**config.mk**
```make
export PLATFORM = sky130hd
export DESIGN_NAME = band_accum
export DESIGN_NICKNAME = d
export VERILOG_FILES = /design/src/rtl/eq_pkg.sv /design/src/rtl/sat_trunc.sv /design/src/rtl/band_accum.sv
export SDC_FILE = /design/constraint.sdc
export NUM_CORES = 1
export LEC_CHECK = 0
export CORE_MARGIN = 5
export CORE_UTILIZATION = 42
export DETAILED_ROUTE_END_ITERATION = 6
export GPL_TIMING_DRIVEN = 0
export PLACE_DENSITY = 0.66
export SLEW_MARGIN = 20
export SYNTH_ARGS = -nofsm -noshare
export SYNTH_HDL_FRONTEND = slang
export SYNTH_SLANG_ARGS = --single-unit
```
**constraint.sdc**
```tcl
create_clock -name clk -period 5.65 [get_ports clk]
set_clock_uncertainty 0.1 [all_clocks]
set_input_delay 0.565 -clock clk [delete_from_list [all_inputs] [get_ports clk]]
set_output_delay 0.565 -clock clk [all_outputs]
set_load 0.01 [all_outputs]
```
**src/rtl/eq_pkg.sv**
```systemverilog
// Shared equalizer types and constants: sample format, accumulator FSM states,
// and the saturation rails used wherever a wide result is narrowed to a sample.
package eq_pkg;

  localparam int SAMPLE_W      = 16;
  localparam int DEF_NUM_BANDS = 5;

  typedef logic signed [SAMPLE_W-1:0] sample_t;

  typedef enum logic [1:0] {
    IDLE,
    ACCUM,
    SAT
  } accum_state_t;

  localparam sample_t SAT_POS = 16'h7FFF;
  localparam sample_t SAT_NEG = 16'h8000;

endpackage

```
**src/rtl/sat_trunc.sv**
```systemverilog
// Combinational saturating narrower: clamps a signed IN_W-bit value to sample_t.
// Reusable by any equalizer stage that widens internally.
module sat_trunc
  import eq_pkg::*;
#(
  parameter int IN_W = SAMPLE_W + 1
) (
  input  logic signed [IN_W-1:0] din,
  output sample_t                dout
);

  localparam int EXTRA = IN_W - SAMPLE_W;

  // The value fits only if every bit above the output sign bit repeats the input sign.
  // NOTE: dout gets its default before the override so no path leaves it unassigned (no latch).
  always_comb begin
    dout = din[SAMPLE_W-1:0];
    if (din[IN_W-1:SAMPLE_W-1] != {(EXTRA+1){din[IN_W-1]}}) begin
      dout = din[IN_W-1] ? SAT_NEG : SAT_POS;
    end
  end

endmodule

```
**src/rtl/band_accum.sv**
```systemverilog
// Captures a full set of scaled band samples on a strobe, sums them one band per
// clock into a widened accumulator, and emits the saturated total with a valid pulse.
module band_accum
  import eq_pkg::sample_t, eq_pkg::accum_state_t, eq_pkg::IDLE, eq_pkg::ACCUM, eq_pkg::SAT,
         eq_pkg::DEF_NUM_BANDS;
#(
  parameter int NUM_BANDS = DEF_NUM_BANDS,
  parameter int SAMPLE_W  = eq_pkg::SAMPLE_W
) (
  input  logic                          clk,
  input  logic                          rst,
  input  logic                          smpl_vld,
  input  logic [NUM_BANDS*SAMPLE_W-1:0] band_in,
  input  logic                          ovrn_clr,
  output logic [SAMPLE_W-1:0]           eq_out,
  output logic                          out_vld,
  output logic                          busy,
  output logic                          ovrn
);

  localparam int ACC_W = SAMPLE_W + $clog2(NUM_BANDS);
  localparam int IDX_W = $clog2(NUM_BANDS);

  accum_state_t                state;
  logic        [IDX_W-1:0]     idx;
  logic signed [ACC_W-1:0]     acc;
  logic signed [ACC_W-1:0]     band_ext;
  logic signed [SAMPLE_W-1:0]  smpl_q [NUM_BANDS];
  sample_t                     acc_sat;

  // NOTE: the sample register holds data only; it is never read before a capture,
  // so it carries no reset and maps onto plain flops or RAM.
  always_ff @(posedge clk) begin
    if (state == IDLE && smpl_vld) begin
      for (int k = 0; k < NUM_BANDS; k++) begin
        smpl_q[k] <= band_in[k*SAMPLE_W +: SAMPLE_W];
      end
    end
  end

  assign band_ext = {{(ACC_W-SAMPLE_W){smpl_q[idx][SAMPLE_W-1]}}, smpl_q[idx]};

  sat_trunc #(.IN_W(ACC_W)) u_sat (
    .din  (acc),
    .dout (acc_sat)
  );

  // NOTE: all state updates are non-blocking so every register sees pre-edge values.
  always_ff @(posedge clk) begin
    if (rst) begin
      state   <= IDLE;
      acc     <= '0;
      idx     <= '0;
      eq_out  <= '0;
      out_vld <= 1'b0;
      ovrn    <= 1'b0;
    end else begin
      out_vld <= 1'b0;

      // A dropped strobe outranks a clear so an overrun is never lost.
      if (smpl_vld && state != IDLE) begin
        ovrn <= 1'b1;
      end else if (ovrn_clr) begin
        ovrn <= 1'b0;
      end

      unique case (state)
        IDLE: begin
          if (smpl_vld) begin
            acc   <= '0;
            idx   <= '0;
            state <= ACCUM;
          end
        end
        ACCUM: begin
          acc <= acc + band_ext;
          idx <= idx + 1'b1;
          if (idx == IDX_W'(NUM_BANDS-1)) begin
            state <= SAT;
          end
        end
        SAT: begin
          eq_out  <= acc_sat;
          out_vld <= 1'b1;
          state   <= IDLE;
        end
        default: state <= IDLE;
      endcase
    end
  end

  assign busy = (state != IDLE);

endmodule

```
## Yosys cells after proc, flatten, opt, wreduce, memory -nomap -nowiden

Memory sizes are Yosys's and may differ from the RTL's. A register that Yosys moved wholly into a read port is not among the register bits.
Cells that the tools add are included.

- Flip-flop bits (word level): 42
- Word-level logic and storage cells: 39
- Bits in writable memories: 80
- Memories: 1

Memory list:

| memory | depth | width | rd ports | clocked after Yosys merged registers in | wr ports | RTL line | text |
|---|---|---|---|---|---|---|---|
| smpl_q | 5 | 16 | 1 | 1 | 5 | band_accum.sv:28 | `logic signed [SAMPLE_W-1:0] smpl_q [NUM_BANDS];` |

- Reduce and logical (&&, ||, !) cells: 8
- Add/subtract/negate cells: 2
- Mux-type cells: 16
- Equality and inequality tests: 6

Operators with widths:

| kind | count |
|---|---|
| 19-bit one-hot mux with 2 select lines | 1 |
| 16-bit two-way mux | 2 |
| 19-bit by 16-bit adder with 19-bit output | 1 |
| 19-bit two-way mux | 1 |
| 3-bit two-way mux | 3 |
| 3-bit one-hot mux with 2 select lines | 1 |
| 2-bit nonzero test | 3 |
| 1-bit two-way mux | 5 |
| 2-bit two-way mux | 2 |
| 2-bit != test (second input constant) | 2 |
| 2-bit one-hot mux with 2 select lines | 1 |
| 2-bit AND reduction | 2 |
| 3-bit by 1-bit adder with 3-bit output (second input constant) | 1 |
| 3-bit == test (second input constant) | 1 |
| 3-bit != test | 1 |
| 2-bit by 1-bit == test with 1-bit output (second input constant) | 1 |
| 2-bit == test (second input constant) | 1 |
| 1-bit logical AND | 2 |
| 2-bit zero test | 1 |

## Longest topological paths before layout

Gate-level depths: netlist (run 1).

- Depth after elaboration: 5
- Mapped depth: 13
- Depth with buffers taken out: 11

## Modules after synthesis

From an unflattened synthesis (run 1), not the netlist that was laid out.

- Cells, all modules: 464
- Area total of the unflattened synthesis: 5735.5 um2

By module, submodules not included:

| module | cells an instance | sequential area each (um2) | area each (um2) | times used |
|---|---|---|---|---|
| band_accum | 408 | 3303.2 | 5365.1 | 1 |
| sat_trunc | 56 | 0.0 | 370.4 | 1 |

## Worst setup path before layout (run 1)

OpenSTA, ideal clock, no wires.

- Path kind: reg2reg
- Start point: reg state[1]
- End point: mem smpl_q[0][0] (enable)
- Data required time: 5.028 ns
- Path slack: 0.965 ns
- Clock period less this slack: 4.685 ns
- Data arrival time: 4.063 ns
- Setup time: 0.522 ns
- Cell stages (with the launch flop): 3
- Cell sequence: dfxtp_1 -> or2_2 -> nor2_1

RTL lines:

| what | RTL line | text |
|---|---|---|
| start: declaration | band_accum.sv:24 | `accum_state_t state;` |
| start signal: assignment | band_accum.sv:51 | `state <= IDLE;` |
| start signal: assignment | band_accum.sv:72 | `state <= ACCUM;` |
| start signal: assignment | band_accum.sv:79 | `state <= SAT;` |
| end: declaration | band_accum.sv:28 |  |

==> results of run 1 <==
==> state kept, by name, indices dropped and copies added, names as in the netlist, named ones only <==
signal,count
smpl_q,80
out_vld,1
idx,3
state,2
acc,19
eq_out,16
ovrn,1
==> layer usage <==
layer	routed length (um)	track usage [%]
met5	0	0
met4	130	5.80
met3	635	5.49
met2	5480	24.0
met1	5140	19.3
==> per-stage QoR <==
stage | worst slack (ns) | hold WS [ns] | utilization (%)
after global routing | 1.64 | 0.402 | 56.8
final | 1.84 | 0.370 | 56.8
after global placement | -0.574 | 0.362 | 51.7
after detailed placement | 1.88 | 0.366 | 52.3
after CTS | 1.82 | 0.373 | 56.8
after floorplan | 0.965 | 0.343 | -
==> where the power goes <==
group | internal [mW] | switching, mW | total (mW)
logic | 0.203 | 0.206 | 0.409
registers | 1.04 | 0.0284 | 1.06
clock network | 0.730 | 0.358 | 1.09
total | 1.97 | 0.592 | 2.56
==> worst reg2reg max path, stage by stage, from the launching register on <==
cell and delay [ns]:
dfxtp_1 0.30, clkbuf_1 0.32, clkbuf_1 0.52, mux4_2 0.41, mux2_2 0.29, ha_1 0.38
and3_4 0.22, a221oi_4 0.33, o21ai_2 0.15, a41oi_2 0.28, o21ai_1 0.12, xnor2_1 0.17
o21ai_1 0.07
==> cells in the mapped netlist, drive strengths merged <==
cell | n | share of area [%]
mux2 | 15 | 3.1
dfxtp | 45 | 16
nand3 | 2 | 0.18
clkbuf | 15 | 1.0
buf | 6 | 0.61
fa | 1 | 0.36
a31o | 1 | 0.16
a31oi | 3 | 0.34
a22oi | 8 | 1.1
o21ba | 1 | 0.18
a21boi | 1 | 0.14
nand2b | 4 | 0.45
a21oi | 48 | 4.3
nor2b | 3 | 0.34
o21ai | 21 | 2.0
a221oi | 3 | 0.91
edfxtp | 80 | 43
nand4 | 4 | 0.45
or2 | 1 | 0.11
or4 | 1 | 0.14
nor4 | 2 | 0.23
nor2 | 36 | 2.4
a32o | 1 | 0.18
o31ai | 2 | 0.27
xor2 | 8 | 1.3
nor3 | 17 | 1.5
inv | 9 | 0.61
ha | 20 | 4.5
a211oi | 2 | 0.27
a41oi | 1 | 0.29
and3 | 3 | 0.43
nand2 | 25 | 1.7
o211ai | 2 | 0.27
a21o | 9 | 1.2
o21bai | 3 | 0.41
mux2i | 2 | 0.59
mux4 | 16 | 6.7
xnor2 | 9 | 1.4
==> final cells by class <==
cell class,instances,share of cell area [%]
flip-flops and latches,125,44.4
clock buffers,22,5.98
repair buffers,105,14.6
well taps,176,2.96
clock inverters,8,1.92
inverters,9,0.454
multi-input cells,275,28.4
plain buffers,21,1.21
==> placed cells by master (no fill, tap or decap), drive strengths merged, types with 3 or more instances in the layout <==
cell	Yosys	routed
xor2	8	8
a22oi	8	8
a21oi	48	48
clkbuf	15	37
ha	20	20
nand2	25	25
mux2	15	15
dfxtp	45	45
nor3	17	17
clkinv	0	4
xnor2	9	9
o21bai	3	3
o21ai	21	21
buf	6	9
and3	3	3
nor2	36	36
inv	9	9
a21o	9	9
nand4	4	4
mux4	16	16
nor2b	3	3
nand2b	4	4
clkdlybuf4s50	0	102
bufinv	0	4
a221oi	3	3
edfxtp	80	80
a31oi	3	3
==> kinds of logic (layout without fill, tap and decap cells) <==
kind of cell | Yosys count | count (layout) | share of synthesized area, %
muxes | 33 | 33 | 10.3
xor gates and xnor gates | 17 | 17 | 2.69
adders and majority gates | 21 | 21 | 4.89
AOI/OAI and AO/OA | 106 | 106 | 12.1
and+or+nand+nor | 98 | 98 | 8.05
DFF | 125 | 125 | 59.7
buffers and inverters | 30 | 165 | 2.24
==> final timing paths <==
kind              startpoint  cells past startpoint  endpoint  slack [ns]
setup / recovery   flip-flop                     12   acc[16]        1.84
hold / removal          ovrn                      2      ovrn        0.37
setup reg to reg   flip-flop                     12   acc[16]        1.84
hold reg to reg         ovrn                      2      ovrn        0.37
==> metrics.txt, run 1 <==
vias in the first global route=3961; Max-Cap Viols=0; pwr/cell area=344 nW/um2; vias=3748; CP top delay family=compound AO/OA/AOI/OAI gates; initial antenna violation count=0; Worst VDD drop=between 0.00015 and 0.0002 V; Starting Density=~42%; Yosys reg bits=between 100 and 150; Die ar.=15600 um2; total negative slack=0 ns; gr ovfl total=0; post-synthesis sequential area ratio=59.7%; RePlAce Congestion=0.857; First-pass DRT Iterations=4; dpl cells=711; fin crit period=about 3.8 ns; Pins Over Slew Limit=0; kind of start point of the critical path=flip-flop; outcome=finished clean; worst slew pin tran=between 0.6 and 0.7 ns; mapped cell area=around 5500 um2; net count after synthesis=535; leakage=2.70 nW; Post-Layout Cell Count=741; Setup crit end kind=flip-flop; Post-Route WL=11.4 mm; CTS root buf=clkbuf_16; arrival time worst endpoint=3.98 ns; H-Tree Level Count=4; wire per inst=15.4 um; share of layout cells above drive strength 1=12.7%; worst hold path type=flip-flop to flip-flop; Filler Cells Inserted=1035; design area=between 7000 and 8000 um2; Final nets=659; hold_buf cts=0; CP max FO=10; post-CTS setup repair buffer count=0; critical path buffer and inverter count=2; area grow syn2layout=34.4%; clk sink count=around 130; Post-Syn Instances=430; DRT iter0 DRCs=202; Critical Path RT=approximately 5.8 ns; Die Y=125 um; Period Utilization, post-route=67.4%; number of routed nets with antenna violations=0; PostCTS Resize Cnt=0; drt drc=0; storage element area=3300 um2; slew margin rel.=54.7%; Max Clk Rate=263 MHz; footprint of the multi-input gates=2110 um2; Avg Cell Area, Syn=12.9 um2; antenna diode count=0; Clock Path Buffers=2; synth unique cells=48; crit path cell chain=clkbuf_1, clkbuf_1, mux4_2, mux2_2, ha_1, and3_4, a221oi_4, o21ai_2, a41oi_2, o21ai_1, xnor2_1, o21ai_1; core area=13100 um2; Syn. warnings=0; port bufs=between 100 and 150; highest-delay cell along the critical path=clkbuf_1; setup repair after global routing missed its margin=no; first-pass GRT wire length=19.0 mm; cts bufs inserted=17; Pwr Total=about 2.6 mW; Hold Fails Final Rpt=0; largest net degree at the start of global routing=31; width of the die=125 um; Worst-Skew Late Latency=0.41 ns; Final Setup Violations=0; row cnt=42; Final HPWL DP=8.74 mm; Post-DP Area=6850 um2; CP max stage delay=0.52 ns; All-Layer GR Usage=15.2%; CP Class=flip-flop to flip-flop; Worst-path clk slew=0.05 ns; vias per cell=5.06; CTS tree=done; I/O Pins=103
No activity file was read; power rests on OpenSTA's default activity.
==> run 2: changes to the inputs <==
clock period = 3.78 ns   (was 5.65 ns; I/O delays follow)
==> run 2 against run 1 <==
Compared with the run above:
- design area fell by 0.62%
- clock power rose by 38%
- via count fell by 0.45%
- first-iteration DRC count rose by 14%
- sequential power rose by 50%
- sequential share of layout area rose by 0.28 points
- combinational power rose by 50%
- register-to-register slack got worse by 1.6 ns
- critical endpoint is now acc[15]
- highest routed layer unchanged
- global-route usage rose by 0.11 points
- hold slack got worse by 0.0017 ns
- power rose by 45%
==> metrics.txt, run 2 (synthesis results as in run 1) <==
Die ar.=about 16000 um2; Pins Over Slew Limit=0; core area=roughly 13000 um2; Period Utilization, post-route=a little over 90%; Post-Route WL=11.6 mm; drt drc=0; port bufs=102; Hold Path Origin=ovrn; Top reg by flops=smpl_q; share of layout cells above drive strength 1=about an eighth; Filler Cells Inserted=between 1k and 1.5k; first-pass GRT wire length=19.0 mm; vias per cell=5.04; CTS tree=done; fin crit period=3.52 ns; hold endpoint=ovrn; Core Util, Final=56.5%; Switching Share=24.2%; DRT iter0 DRCs=231; vias in the first global route=3870; leakage=~2.7 nW; Final nets=about 660; largest net degree at the start of global routing=31; Final Setup Violations=0; Clock Path Buffers=2; Int Pwr=2.81 mW; Hold Fails Final Rpt=0; All-Layer GR Usage=15.4%; most frequent cells in the layout=102 x clkdlybuf4s50_1, 80 x edfxtp_1, 48 x a21oi_1; Logic pwr share=around 17%; width of the die=between 100 and 150 um; Worst-path clk slew=0.05 ns; hold depth=2; I/O Pins=103; most common cell after layout, fill and taps aside=clkdlybuf4s50_1; Final HPWL DP=8.78 mm; RR Endpoint=acc[15]; FF-to-FF setup slack=between 0.2 and 0.3 ns; slew margin rel.=a little over half; Critical Path RT=between 3 and 4 ns; Max-Cap Viols=0; kind of start point of the critical path=flip-flop; Die Y=about 120 um; Worst-Skew Late Latency=0.41 ns; vias=3731; First-pass DRT Iterations=4; Starting Density=42.3%; worst slew pin tran=0.717 ns; H-Tree Level Count=4; cts bufs inserted=17; Regs by FF count=smpl_q x80, acc x19, eq_out x16; Pwr Total=between 3 and 4 mW; Setup crit end kind=flip-flop; CP max FO=10; gr ovfl total=0; CTS root buf=clkbuf_16; r2r worst-path depth=11; Worst VDD drop=0.000311 V; arrival time worst endpoint=3.70 ns; clk sink count=~130; max reg flops=80; Flop pwr share=a little over two fifths; antenna diode count=0; initial antenna violation count=0; clock share of power=40.4%; pwr/cell area=501 nW/um2; area grow syn2layout=33.6%; row cnt=42; Net Switching=0.894 mW; RePlAce Congestion=roughly 0.83; Post-DP Area=6850 um2; setup repair after global routing missed its margin=no; wire per inst=15.6 um; number of routed nets with antenna violations=0; total negative slack=0 ns; Max Clk Rate=roughly 280 MHz; worst hold path type=flip-flop to flip-flop; outcome=finished clean; CP Class=flip-flop to flip-flop; hold_buf cts=0; design area=7390 um2
[run 2: worst max path at each step]
stage / from / end / slack (ns) / depth (start not counted)
after CTS: flip-flop / acc[15] / 0.16 / 12
after global routing: flip-flop / acc[15] / 0.04 / 11
after floorplan: state[1] / smpl_q[0][0] / 0.47 / 2
after global placement: smpl_vld / smpl_q[4][12] / -0.46 / 3
after detailed placement: flip-flop / acc[15] / -0.02 / 12
final: flip-flop / acc[15] / 0.26 / 11
[run 2: cell type report]
cell class	count	area (um2)	share of cell area (%)
Buffer	20	90.1	1.22
Clock buffer	22	444	6.01
Clock inverter	9	96.3	1.30
Inverter	9	33.8	0.457
Multi-Input combinational cell	275	2110	28.6
Sequential cell	125	3300	44.7
Tap cell	176	220	2.98
Timing Repair Buffer	105	1090	14.7
[run 2: timing repair]
item | in CTS | in global routing
endpoints found under the setup margin | 1 | 2
buffers inserted | 0 | 0
cloned | 0 | 0
resized for setup | 1 | 1
[run 2: critical path, stage by stage, from the launching register on]
cell and delay, ns:
dfxtp_1 0.32, clkbuf_1 0.36, buf_1 0.50, mux2_2 0.40, ha_1 0.37, a21oi_1 0.26, o21ai_1 0.11, a211oi_1 0.26
o21bai_1 0.10, a221oi_1 0.37, xor2_1 0.18, o21ai_1 0.06
[run 2: per-layer routing]
layer  wire [um]  up-vias  global-route usage (%)
li1            -     1878                       -
met1        5310     1728                    20.0
met2        5490      110                    23.7
met3         585       15                    5.06
met4         184        0                    6.13
met5           0        -                       0
[run 2: power groups by stage]
stage | sequential, mW | combinational, mW | clock, mW
detailed placement | 1.62 | 0.611 | 0
finish | 1.59 | 0.614 | 1.50
CTS | 1.59 | 0.616 | 1.53
global placement | 1.62 | 0.584 | 0
global route | 1.60 | 0.678 | 1.59
floorplan | 1.60 | 0.421 | 0
[run 2: stage by stage]
step                setup slack, ns  std cells  hold WS, ns
floorplan                     0.470        430        0.343
global placement             -0.458        708        0.362
detailed placement          -0.0194        711        0.366
CTS                           0.163        742        0.373
global route                 0.0382        741        0.399
finish                        0.258        741        0.368
==> run 3: changes to the inputs <==
PLACE_DENSITY = 0.69   (was 0.66)
clock period = 3 ns   (was 3.78 ns; I/O delays follow)
==> run 3 against run 2 <==
Compared with the run above:
- worst setup slack worse by 0.50 ns
- critical path type unchanged
- non-clock buffer count is 15 higher
- sequential power is 26% higher
- the run now ends with negative setup slack left
- routed wire length is 3.2% higher
- highest routed layer unchanged
- fmax is 8.6% higher
- sequential cell count stayed put
- largest power group is now the clock network
- critical path depth is 1 higher
- design area is 5.1% higher
- register-to-register slack worse by 0.50 ns
==> metrics.txt, run 3 (synthesis results as in run 1) <==
arrival time worst endpoint=3.43 ns; leakage=2.80 nW; share of layout cells above drive strength 1=21.7%; area grow syn2layout=40.4%; Period Utilization, post-route=108%; Setup crit end kind=flip-flop; failing checks=negative setup slack; Final nets=673; first-pass GRT wire length=19.2 mm; fin crit period=3.24 ns; Max Clk Rate=between 300 and 400 MHz; Die ar.=around 16000 um2; Die Y=125 um; clock share of power=41.6%; slew margin rel.=57.2%; Max-Cap Viols=0; clk sink count=125; Core Util, Final=about three fifths; vias in the first global route=3886; Filler Cells Inserted=~1k; pwr/cell area=636 nW/um2; Switching Share=25.1%; wire per inst=about 16 um; Post-Layout Cell Count=757; Logic pwr share=17.8%; CP max FO=7; drt drc=0; worst hold path type=input port to flip-flop; core area=between 10000 and 15000 um2; vias=3792; number of routed nets with antenna violations=0; outcome=finished, violations left; Starting Density=42.3%; Worst-path clk slew=0.06 ns; Net Switching=between 1 and 1.5 mW; most common cell after layout, fill and taps aside=clkdlybuf4s50_1; Critical Path RT=3.19 ns; Regs by FF count=smpl_q x80, acc x19, eq_out x16; Hold Fails Final Rpt=0; vias per cell=~5.0; CTS root buf=clkbuf_16; design area=7760 um2; width of the die=125 um; Final Setup Violations=9; Pins Over Slew Limit=0; kind of start point of the critical path=flip-flop; max reg flops=80; initial antenna violation count=0; CTS tree=done; DRT iter0 DRCs=161; antenna diode count=0; All-Layer GR Usage=between 15 and 20%; Post-Route WL=11.9 mm; hold_buf cts=0; Worst VDD drop=about 0.0004 V; Setup WS post-layout=-0.242 ns; row cnt=42; worst slew pin tran=0.640 ns; setup repair after global routing missed its margin=yes; H-Tree Level Count=4; Final HPWL DP=8.70 mm; port bufs=102; most frequent cells in the layout=102 x clkdlybuf4s50_1, 80 x edfxtp_1, 43 x dfxtp_1; Pwr Total=between 4 and 5 mW; Post-DP Area=just under 7000 um2; largest net degree at the start of global routing=30; Flop pwr share=40.6%; Worst-Skew Late Latency=0.42 ns; cts bufs inserted=17; I/O Pins=103; Int Pwr=3.70 mW; Top reg by flops=smpl_q; RePlAce Congestion=~0.82; gr ovfl total=0; dpl cells=711; CP Class=flip-flop to flip-flop; Clock Path Buffers=2; First-pass DRT Iterations=5
## run 3: power by group through the flow
stage | sequential (mW) | clock [mW] | combinational, mW
2_1_floorplan | 2.02 | 0 | 0.549
3_3_place_gp | 2.04 | 0 | 0.756
3_5_place_dp | 2.04 | 0 | 0.787
4_1_cts | 2.01 | 2.09 | 0.816
5_1_grt | 2.02 | 2.18 | 0.957
6_report | 2.01 | 2.06 | 0.878
## run 3: stage by stage
stage / setup TNS, ns / hold slack, ns / setup WS, ns
3_5_place_dp: -3.69 / 0.372 / -0.555
5_1_grt: -2.93 / 0.314 / -0.368
4_1_cts: -0.994 / 0.313 / -0.251
6_report: -1.20 / 0.331 / -0.242
3_3_place_gp: -3.78 / 0.360 / -0.510
2_1_floorplan: -0.105 / 0.299 / -0.0772
## run 3: final timing paths
check              start  cells after the start  slack (ns)             to
max            flip-flop                     12       -0.24        acc[14]
min          band_in[77]                      1        0.33  smpl_q[4][13]
max reg2reg    flip-flop                     12       -0.24        acc[14]
min reg2reg         ovrn                      2        0.37           ovrn
## run 3: area by class of cell
cell class,instances,area (um2),area share (%)
Buffer,19,108,1.39
Clock buffer,17,425,5.48
Clock inverter,15,171,2.21
Inverter,9,33.8,0.435
Multi-Input combinational cell,275,2290,29.5
Sequential cell,125,3310,42.6
Tap cell,176,220,2.84
Timing Repair Buffer,121,1210,15.6
## run 3: what timing repair did
item | CTS | global route
pin swaps | 10 | 18
gates resized for setup | 15 | 22
setup buffers | 5 | 11
setup endpoints to repair | 12 | 12
## run 3: critical path, cell delays in order, from the launching register on
cell	delay, ns
dfxtp_2	0.33
buf_8	0.13
mux4_2	0.49
mux2_4	0.30
ha_4	0.17
fa_2	0.34
a21o_1	0.20
a221oi_4	0.33
o21ai_2	0.15
a41oi_2	0.23
buf_4	0.15
xor2_1	0.12
o21ai_1	0.07
## run 3: layer usage
metal / global-route usage, % / vias up / wire length (um)
met2: 25.2 / 106 / 5780
met1: 19.5 / 1766 / 5260
met4: 5.80 / 0 / 210
met3: 5.66 / 19 / 699
li1: - / 1901 / -
met5: 0 / - / 0
